===== config.mk =====
export PLATFORM = sky130hd
export DESIGN_NAME = counter_sequencer
export DESIGN_NICKNAME = d
export VERILOG_FILES = /design/src/rtl/counter_sequencer_pkg.sv /design/src/rtl/counter_sequencer_prescaler.sv /design/src/rtl/counter_sequencer.sv
export SDC_FILE = /design/constraint.sdc
export NUM_CORES = 1
export LEC_CHECK = 0
export BUFFER_PORTS_ARGS = -buffer_cell sky130_fd_sc_hd__buf_2
export CORE_AREA = 2 2 69 71
export CTS_BUF_LIST = sky130_fd_sc_hd__clkbuf_2
export CTS_CLUSTER_SIZE = 20
export DETAILED_ROUTE_END_ITERATION = 8
export DIE_AREA = 0 0 71 73
export PLACE_DENSITY = 0.92
export SLEW_MARGIN = 20
export SYNTH_ARGS = -nofsm -noshare
export SYNTH_HDL_FRONTEND = slang
export SYNTH_SLANG_ARGS = --single-unit

===== constraint.sdc =====
create_clock -name clk -period 2.3 [get_ports clk]
set_input_delay 0.23 -clock clk [delete_from_list [all_inputs] [get_ports clk]]
set_output_delay 0.23 -clock clk [all_outputs]
set_load 0.1 [all_outputs]

===== src/rtl/counter_sequencer_pkg.sv =====
`default_nettype none
`timescale 1ns/1ps
// ------------------------------------------------------------------------
// counter_sequencer_pkg : state, direction and mode encodings.  Rev 1.0
// ------------------------------------------------------------------------
package counter_sequencer_pkg;

   localparam int CNT_W_DEF   = 16;
   localparam int PRESC_W_DEF = 8;
   localparam int CLR_CYC_DEF = 2;

   typedef enum logic [1:0] {
      S_IDLE  = 2'd0,
      S_CLR   = 2'd1,
      S_RUN   = 2'd2,
      S_PAUSE = 2'd3
   } seq_state_t;

   localparam logic DIR_UP       = 1'b0;
   localparam logic DIR_DOWN     = 1'b1;
   localparam logic MODE_ONESHOT = 1'b0;
   localparam logic MODE_RELOAD  = 1'b1;

endpackage
`default_nettype wire


===== src/rtl/counter_sequencer_prescaler.sv =====
`default_nettype none
`timescale 1ns/1ps
// ------------------------------------------------------------------------
// seq_prescaler : step-rate divider, ticks when the phase reaches div.  Rev 1.0
// ------------------------------------------------------------------------
module seq_prescaler #(
   parameter int PRESC_W = 8
) (
   input  logic               clk,
   input  logic               rst,
   input  logic               zero,
   input  logic               advance,
   input  logic [PRESC_W-1:0] div,
   output logic               tick
);

   logic [PRESC_W-1:0] count;

   assign tick = (count == div);

   // Without advance the phase holds, which is what lets a pause resume mid-period.
   always_ff @(posedge clk) begin
      if (rst || zero) begin
         count <= '0;
      end else if (advance) begin
         count <= tick ? '0 : count + 1'b1;
      end
   end

endmodule
`default_nettype wire


===== src/rtl/counter_sequencer.sv =====
`default_nettype none
`timescale 1ns/1ps
// ------------------------------------------------------------------------
// counter_sequencer : step/clear/direction controller for an external counter.  Rev 1.0
// ------------------------------------------------------------------------
module counter_sequencer
   import counter_sequencer_pkg::*;
#(
   parameter int CNT_W   = CNT_W_DEF,
   parameter int PRESC_W = PRESC_W_DEF,
   parameter int CLR_CYC = CLR_CYC_DEF
) (
   input  logic               clk,
   input  logic               rst,
   input  logic               cmd_start,
   input  logic               cmd_stop,
   input  logic               cmd_clear,
   input  logic               cfg_dir,
   input  logic               cfg_mode,
   input  logic [CNT_W-1:0]   cfg_limit,
   input  logic [PRESC_W-1:0] cfg_div,
   input  logic [CNT_W-1:0]   cnt_val,
   output logic               cnt_step,
   output logic               cnt_dir,
   output logic               cnt_clr,
   output logic               busy,
   output logic               done,
   output logic [1:0]         state
);

   localparam int               CLR_W    = (CLR_CYC > 1) ? $clog2(CLR_CYC) : 1;
   localparam logic [CLR_W-1:0] CLR_LAST = CLR_W'(CLR_CYC - 1);

   seq_state_t         st;
   seq_state_t         dest;
   logic [CNT_W-1:0]   target;
   logic [PRESC_W-1:0] div_lat;
   logic               mode_lat;
   logic               done_flag;
   logic [CLR_W-1:0]   clr_cnt;
   logic               tick;
   logic               at_target;
   logic               presc_adv;
   logic               presc_zero;

   assign state      = st;
   assign at_target  = (cnt_val == target);
   assign presc_zero = (st == S_CLR);
   assign presc_adv  = (st == S_RUN) && !cmd_clear && !cmd_stop && !at_target;

   seq_prescaler #(
      .PRESC_W (PRESC_W)
   ) u_presc (
      .clk     (clk),
      .rst     (rst),
      .zero    (presc_zero),
      .advance (presc_adv),
      .div     (div_lat),
      .tick    (tick)
   );

   always_ff @(posedge clk) begin
      if (rst) begin
         st        <= S_IDLE;
         dest      <= S_IDLE;
         target    <= '0;
         div_lat   <= '0;
         mode_lat  <= MODE_ONESHOT;
         cnt_dir   <= DIR_UP;
         done_flag <= 1'b0;
         clr_cnt   <= '0;
         cnt_step  <= 1'b0;
         cnt_clr   <= 1'b0;
         done      <= 1'b0;
         busy      <= 1'b0;
      end else begin
         cnt_step <= 1'b0;
         done     <= 1'b0;
         case (st)
            S_IDLE: begin
               done_flag <= done_flag & ~(cmd_start | cmd_clear);
               if (cmd_clear) begin
                  st      <= S_CLR;
                  dest    <= S_IDLE;
                  cnt_clr <= 1'b1;
                  clr_cnt <= '0;
                  busy    <= 1'b0;
               end else if (cmd_start) begin
                  // Down runs end at the two's-complement of the limit after clearing to 0.
                  target   <= (cfg_dir == DIR_DOWN) ? (~cfg_limit + 1'b1) : cfg_limit;
                  div_lat  <= (cfg_div == '0) ? PRESC_W'(1) : cfg_div;
                  mode_lat <= cfg_mode;
                  cnt_dir  <= cfg_dir;
                  st       <= S_CLR;
                  dest     <= S_RUN;
                  cnt_clr  <= 1'b1;
                  clr_cnt  <= '0;
                  busy     <= 1'b1;
               end
            end

            S_CLR: begin
               if (cmd_clear) begin
                  dest    <= S_IDLE;
                  clr_cnt <= '0;
                  busy    <= 1'b0;
               end else if (clr_cnt == CLR_LAST) begin
                  cnt_clr <= 1'b0;
                  st      <= dest;
               end else begin
                  clr_cnt <= clr_cnt + 1'b1;
               end
            end

            S_RUN: begin
               if (cmd_clear) begin
                  st      <= S_CLR;
                  dest    <= S_IDLE;
                  cnt_clr <= 1'b1;
                  clr_cnt <= '0;
                  busy    <= 1'b0;
               end else if (cmd_stop) begin
                  st <= S_PAUSE;
               end else if (at_target) begin
                  done <= 1'b1;
                  if (mode_lat == MODE_RELOAD) begin
                     st      <= S_CLR;
                     dest    <= S_RUN;
                     cnt_clr <= 1'b1;
                     clr_cnt <= '0;
                  end else begin
                     st        <= S_IDLE;
                     busy      <= 1'b0;
                     done_flag <= 1'b1;
                  end
               end else if (tick) begin
                  cnt_step <= 1'b1;
               end
            end

            S_PAUSE: begin
               if (cmd_clear) begin
                  st      <= S_CLR;
                  dest    <= S_IDLE;
                  cnt_clr <= 1'b1;
                  clr_cnt <= '0;
                  busy    <= 1'b0;
               end else if (!cmd_stop && cmd_start) begin
                  st <= S_RUN;
               end
            end

            default: begin
               st <= S_IDLE;
            end
         endcase
      end
   end

endmodule
`default_nettype wire


== Word-level counts from Yosys, hierarchy flattened ==
Cells that the tools add are included.
Storage, ports and cells
  register bits after elaboration: 43
  input bits: 47
  output and inout port bits: 7
  word-level logic and storage cells: 103
Cells by class
  add/sub/neg operators: 3
  equal/unequal tests: 16
  multiplexer cells: 50
  bitwise logic cells: 3
  reductions and logical operators: 19
Operator list (number)
  2-to-1 mux 2 bit: 16
  2-to-1 mux 1 bit: 26
  AND reduction 5 bit: 4
  != test 3 bit (second input constant): 6
  adder 16 x 1 -> 16 bit (second input constant): 1
  equality test 16 bit: 1
  2-to-1 mux 16 bit: 1
  2-to-1 mux 8 bit: 2
  inverter 16 bit: 1
  adder 8 x 1 -> 8 bit (second input constant): 1
  equality test 8 bit: 1
  logical NOT 8 bit: 1
  one-hot mux 1 bit (4 select lines): 2
  one-hot mux 2 bit (4 select lines): 1
  AND reduction 7 bit: 1
  != test 2 bit (second input constant): 3
  one-hot mux 2 bit (3 select lines): 1
  OR reduction 5 bit: 1
  equality test 2 bit (second input constant): 2
  logical AND 1 bit: 4
  != test 4 bit (second input constant): 1
  OR reduction 4 bit: 1
  logical NOT 1 bit: 3
  one-hot mux 1 bit (3 select lines): 1
  other kinds (8): 9

== Logic depth before layout (Yosys ltp) ==
  depth in word-level cells: 5
  depth in mapped cells: 7

== Modules after synthesis ==
A second synthesis with hierarchy kept.
Second synthesis, totals
  cells, all modules: 284
  area total of the unflattened synthesis: 2282.2 µm²
By module, submodules not included
  counter_sequencer: instances 1, cells an instance 235, area each 1834.3 µm², sequential area each 680.7 µm²
  seq_prescaler: instances 1, cells an instance 49, area each 447.9 µm², sequential area each 160.2 µm²

== Worst setup path before layout ==
Ideal clock, no wire load.
  path type: flip-flop to flip-flop
  start: register st[1], in the netlist state[1]
  end: register u_presc.count[6]
  arrival time: 2348 ps
  required time: 2230 ps
  setup slack: -118 ps
  stages on the path, launching flop included: 7
  path buffers: 1
  period minus slack after synthesis: 2418 ps
  path through: dfxtp_1 > clkbuf_2 > nor4b_4 > and4_1 > nand3_1 > or3_1 > a21oi_1
On the way
  cells in the longest elaborated chain, start to end: 4
  elaborated cells between the ends (all ways): 6
  those cells by class: eq/ne: 2; reduce/logical: 4
Ends and longest elaborated chain
  from (decl): line counter_sequencer.sv:34  | seq_state_t st;
  from (signal assigned): line counter_sequencer.sv:109  | st <= dest;
  equality test 2 bit: line counter_sequencer.sv:49  | assign presc_adv = (st == S_RUN) && !cmd_clear && !cmd_stop && !at_target;
  logical AND 1 bit (3 in a row): line counter_sequencer.sv:49
  to (signal assigned): line counter_sequencer_prescaler.sv:26  | count <= tick ? '0 : count + 1'b1;
  to (decl): line counter_sequencer_prescaler.sv:17  | logic [PRESC_W-1:0] count;
Several ways; a longest one is shown, not always the timed one.
A chain may end at the register's enable or synchronous reset.

== Worst setup path after layout ==
  start: register st[0], in the netlist state[0]
  end: output state[0]
RTL lines
  to (decl): line counter_sequencer.sv:28  | output logic [1:0] state
No word-level cell between the ends.

==> summary.txt <==
Run status
  • Status: finished, final reports clean

Yosys
  • Synth Cell Area: 2430 sq um
  • Ys async rst share: 0%
  • Adder-cell share of the synthesized area: 1.03%
  • Synth Area in XOR/XNOR: 13.3%
  • Register area share after synthesis: 34.6%
  • Mux cell area share after synthesis: 0.411%
  • Syn Nets: 348
  • Largest family of logic cells by synthesized area: simple AND/OR/NAND/NOR gates
  • Post-synth top flop: dfxtp_1
  • Post-synth EDFFs: 0
  • Ys Warns: 0
  • FF+latch count, synth: 42
  • Synthesized instance count: 299
  • Compound-Gate Fraction of Synth Area: 22.2%
  • Avg Synthesized Cell Area: 8.14 sq um
  • Unique cell type count in the Yosys netlist: 47
  • Simple-gate share of the synthesized area: 24.2%

STA
  • Post-route minimum period: 1.96 ns
  • Clock Skews: 0.00459 ns
  • Final worst path period share: 85.1%
  • Fmax: 511 MHz
  • Fin. max-slew vios: 0
  • Setup_tns: 0 ns
  • Slew HR: 55.8%
  • Setup Viol. Count Final: 0
  • Worst hold margin: 0.0519 ns
  • Final Hold Viols: 0
  • Worst-Margin Slew: 0.661 ns
  • Unrepaired setup endpoints after global routing: false

Critical path
  • CP Class: flip-flop to output pin
  • Critical Path AT: 1.73 ns
  • Largest delay share family, worst path: flip-flops
  • Required time worst endpoint: 2.07 ns
  • Worst R2R Start: target[5]$_SDFFE_PP0P_
  • Worst-path cell chain: buf_4, buf_2
  • CP Capture Type: output pin
  • CP Max Fanout: 11
  • CP peak stage delay: 0.67 ns
  • Critical path's slowest cell: dfxtp_1
  • Crit start category: flip-flop
  • Buffers & Inverters on Critical Path: 2
  • CP startpoint: state[0]$_SDFFE_PP0P_

Power
  • PwrDens: 571 nW/um^2
  • Switching portion of total power: 32.0%
  • Clk pwr share: 26.6%
  • Static leakage: 0.00115 uW
  • Seq pwr share: 50.4%
  • Gate power share: 23.0%
  • Worst VDD drop: 0.000259 V
  • P_sw: 514 uW
  • Internal power: 1090 uW

Worst hold path
  • HP Start: cfg_div[6]
  • Hold crit path type: primary input to flip-flop

Job
  • Max_cap viols: 0

CTS
  • Clk Latency, worst-skew pair: 0.39 ns
  • Clk buf depth: 2
  • Num CTS Buffers: 5
  • Clock slew at reported path FFs: 0.21 ns
  • Clk sinks: 42
  • TritonCTS clock tree: built
  • CTS-repair resized insts: 0
  • CTS root buf: clkbuf_2
  • # hold bufs at CTS: 0
  • CTS H-tree depth: 2
  • Postcts setup bufs: 0

Place
  • Placed instance area: 2750 sq um
  • Gpl congestion: 0.885
  • HPWL after DPL: 4320 um
  • Placed cell count: 395
  • PortBufs: 53

Global routing
  • Antenna violations before repair: 0
  • Gr usage total: 22.8%
  • Grt ovf: 0
  • Largest net degree at the start of global routing: 36
  • Global-route wire length before repair: 9530 um
  • Vias in the first global route: 2223

Cells and area
  • Diode count: 0
  • Layout cell share with drive strength beyond 1: 21.2%
  • Fill cells: 378
  • Area Growth Syn to Fin: 15.6%
  • Layout Cells excl Fill: 403
  • Post-route cell area: 2810 sq um
  • Nets: 397

Detailed routing
  • Met3 wire length: 319 um
  • Initial drt markers: 252
  • DR pass1 iterations: 4
  • DR top layer: met4
  • Drt total wl: 5540 um
  • M1 wire length: 2330 um
  • Routed Antenna Nets: 0
  • # DRC: 0
  • Via count: 2348
  • Met2 wire length: 2790 um
  • Vias per cell: 5.83
  • Avg WL per Cell: 13.8 um

Floorplan
  • Rows: 25
  • Core area: 4540 sq um
  • Die X: 71 um
  • Starting Density: 53.7%
  • I/O pins: 54
  • Die H: 73 um
  • Die ar.: 5180 sq um
==> metrics by stage <==
stage               power [uW]  setup slack, ns  util, %
global route              1690            0.124     62.0
global placement          1180            0.447     60.6
CTS                       1610            0.329     62.0
floorplan                 1080            0.152        -
detailed placement        1190            0.374     60.6
finish                    1610            0.342     62.0
==> final cells by class <==
type	instances	area (sq um)	share of cell area, %
Timing Repair Buffer	59	323	11.5
Tap cell	54	67.6	2.40
Clock inverter	2	37.5	1.33
Sequential cell	42	842	29.9
Inverter	7	26.3	0.934
Multi-Input combinational cell	233	1490	52.9
Clock buffer	6	30.0	1.07
==> cells in the mapped netlist (6+ instances only) <==
| cell type | number | area share (%) |
|---|---|---|
| nand2b_1 | 6 | 1.5 |
| a211oi_1 | 12 | 3.7 |
| xor2_1 | 35 | 13 |
| or3_1 | 7 | 1.8 |
| nand2_1 | 32 | 4.9 |
| inv_1 | 7 | 1.1 |
| nor2_1 | 25 | 3.9 |
| dfxtp_1 | 42 | 35 |
| nor3_1 | 9 | 1.9 |
| nand3_1 | 6 | 1.2 |
| a21oi_1 | 28 | 5.8 |
| clkbuf_1 | 11 | 1.7 |
| o21ai_0 | 17 | 3.5 |
| nor4_1 | 8 | 2.1 |
==> power groups by stage <==
stage | Clock [uW] | Sequential [uW] | Combinational [uW]
global route | 462 | 817 | 410
detailed placement | 0 | 825 | 368
CTS | 435 | 810 | 370
finish | 427 | 810 | 370
floorplan | 0 | 862 | 218
global placement | 0 | 822 | 359
==> cell families (layout without fill, tap and decap cells) <==
| kind of cell | Yosys count | in the layout |
|---|---|---|
| fa+ha+maj | 2 | 2 |
| compound gates | 82 | 82 |
| mux | 1 | 1 |
| flops | 42 | 42 |
| xor+xnor | 37 | 37 |
| buf+inv | 24 | 74 |
| simple gates | 111 | 111 |
==> worst paths after layout <==
check	to	slack [ns]	depth (start not counted)
worst max register to register	u_presc.count[7]$_SDFFE_PP0P_	0.35	6
worst min register to register	div_lat[7]$_SDFFE_PP0P_	0.48	2
worst min-delay path	div_lat[6]$_SDFFE_PP0P_	0.05	3
worst max-delay path	state[0]	0.34	2
==> tightest hold or removal path, cell delays in order <==
cell     delay, ns
buf_2         0.10
nand2_1       0.05
a21oi_1       0.05
==> registers in the layout, summed over array words and instances (netlist names), 2 cells and up <==
signal / flops
state: 2
target: 16
u_presc.count: 8
div_lat: 8
==> per-layer routing <==
layer / vias up / global-route usage (%)
met4: 0 / 7.55
met1: 1071 / 26.0
met2: 83 / 42.6
met5: - / 0
li1: 1180 / -
met3: 14 / 4.70
==> layout by cell type, fill, tap and decap left out, types with 2 or more instances in the layout <==
cell type | synthesis | routed
xnor2_1 | 2 | 2
a31oi_1 | 2 | 2
and4_1 | 2 | 2
nand4_1 | 3 | 3
a211oi_1 | 12 | 12
or3_1 | 7 | 7
buf_4 | 1 | 5
or4_1 | 2 | 2
buf_2 | 1 | 53
o311ai_0 | 4 | 4
nand2_1 | 32 | 32
dfxtp_1 | 42 | 41
nor4_1 | 8 | 8
o31ai_1 | 2 | 2
a21oi_1 | 28 | 28
nand3_1 | 6 | 6
a311oi_1 | 3 | 3
nor4b_1 | 2 | 2
nand3b_1 | 5 | 5
nor2_1 | 25 | 25
inv_1 | 7 | 7
o31ai_2 | 2 | 2
nand2b_1 | 6 | 6
o21ai_0 | 17 | 17
clkbuf_2 | 2 | 6
nor3_1 | 9 | 9
ha_1 | 2 | 2
a41oi_1 | 2 | 2
xor2_1 | 35 | 35
(Power assumes the default switching activity.)
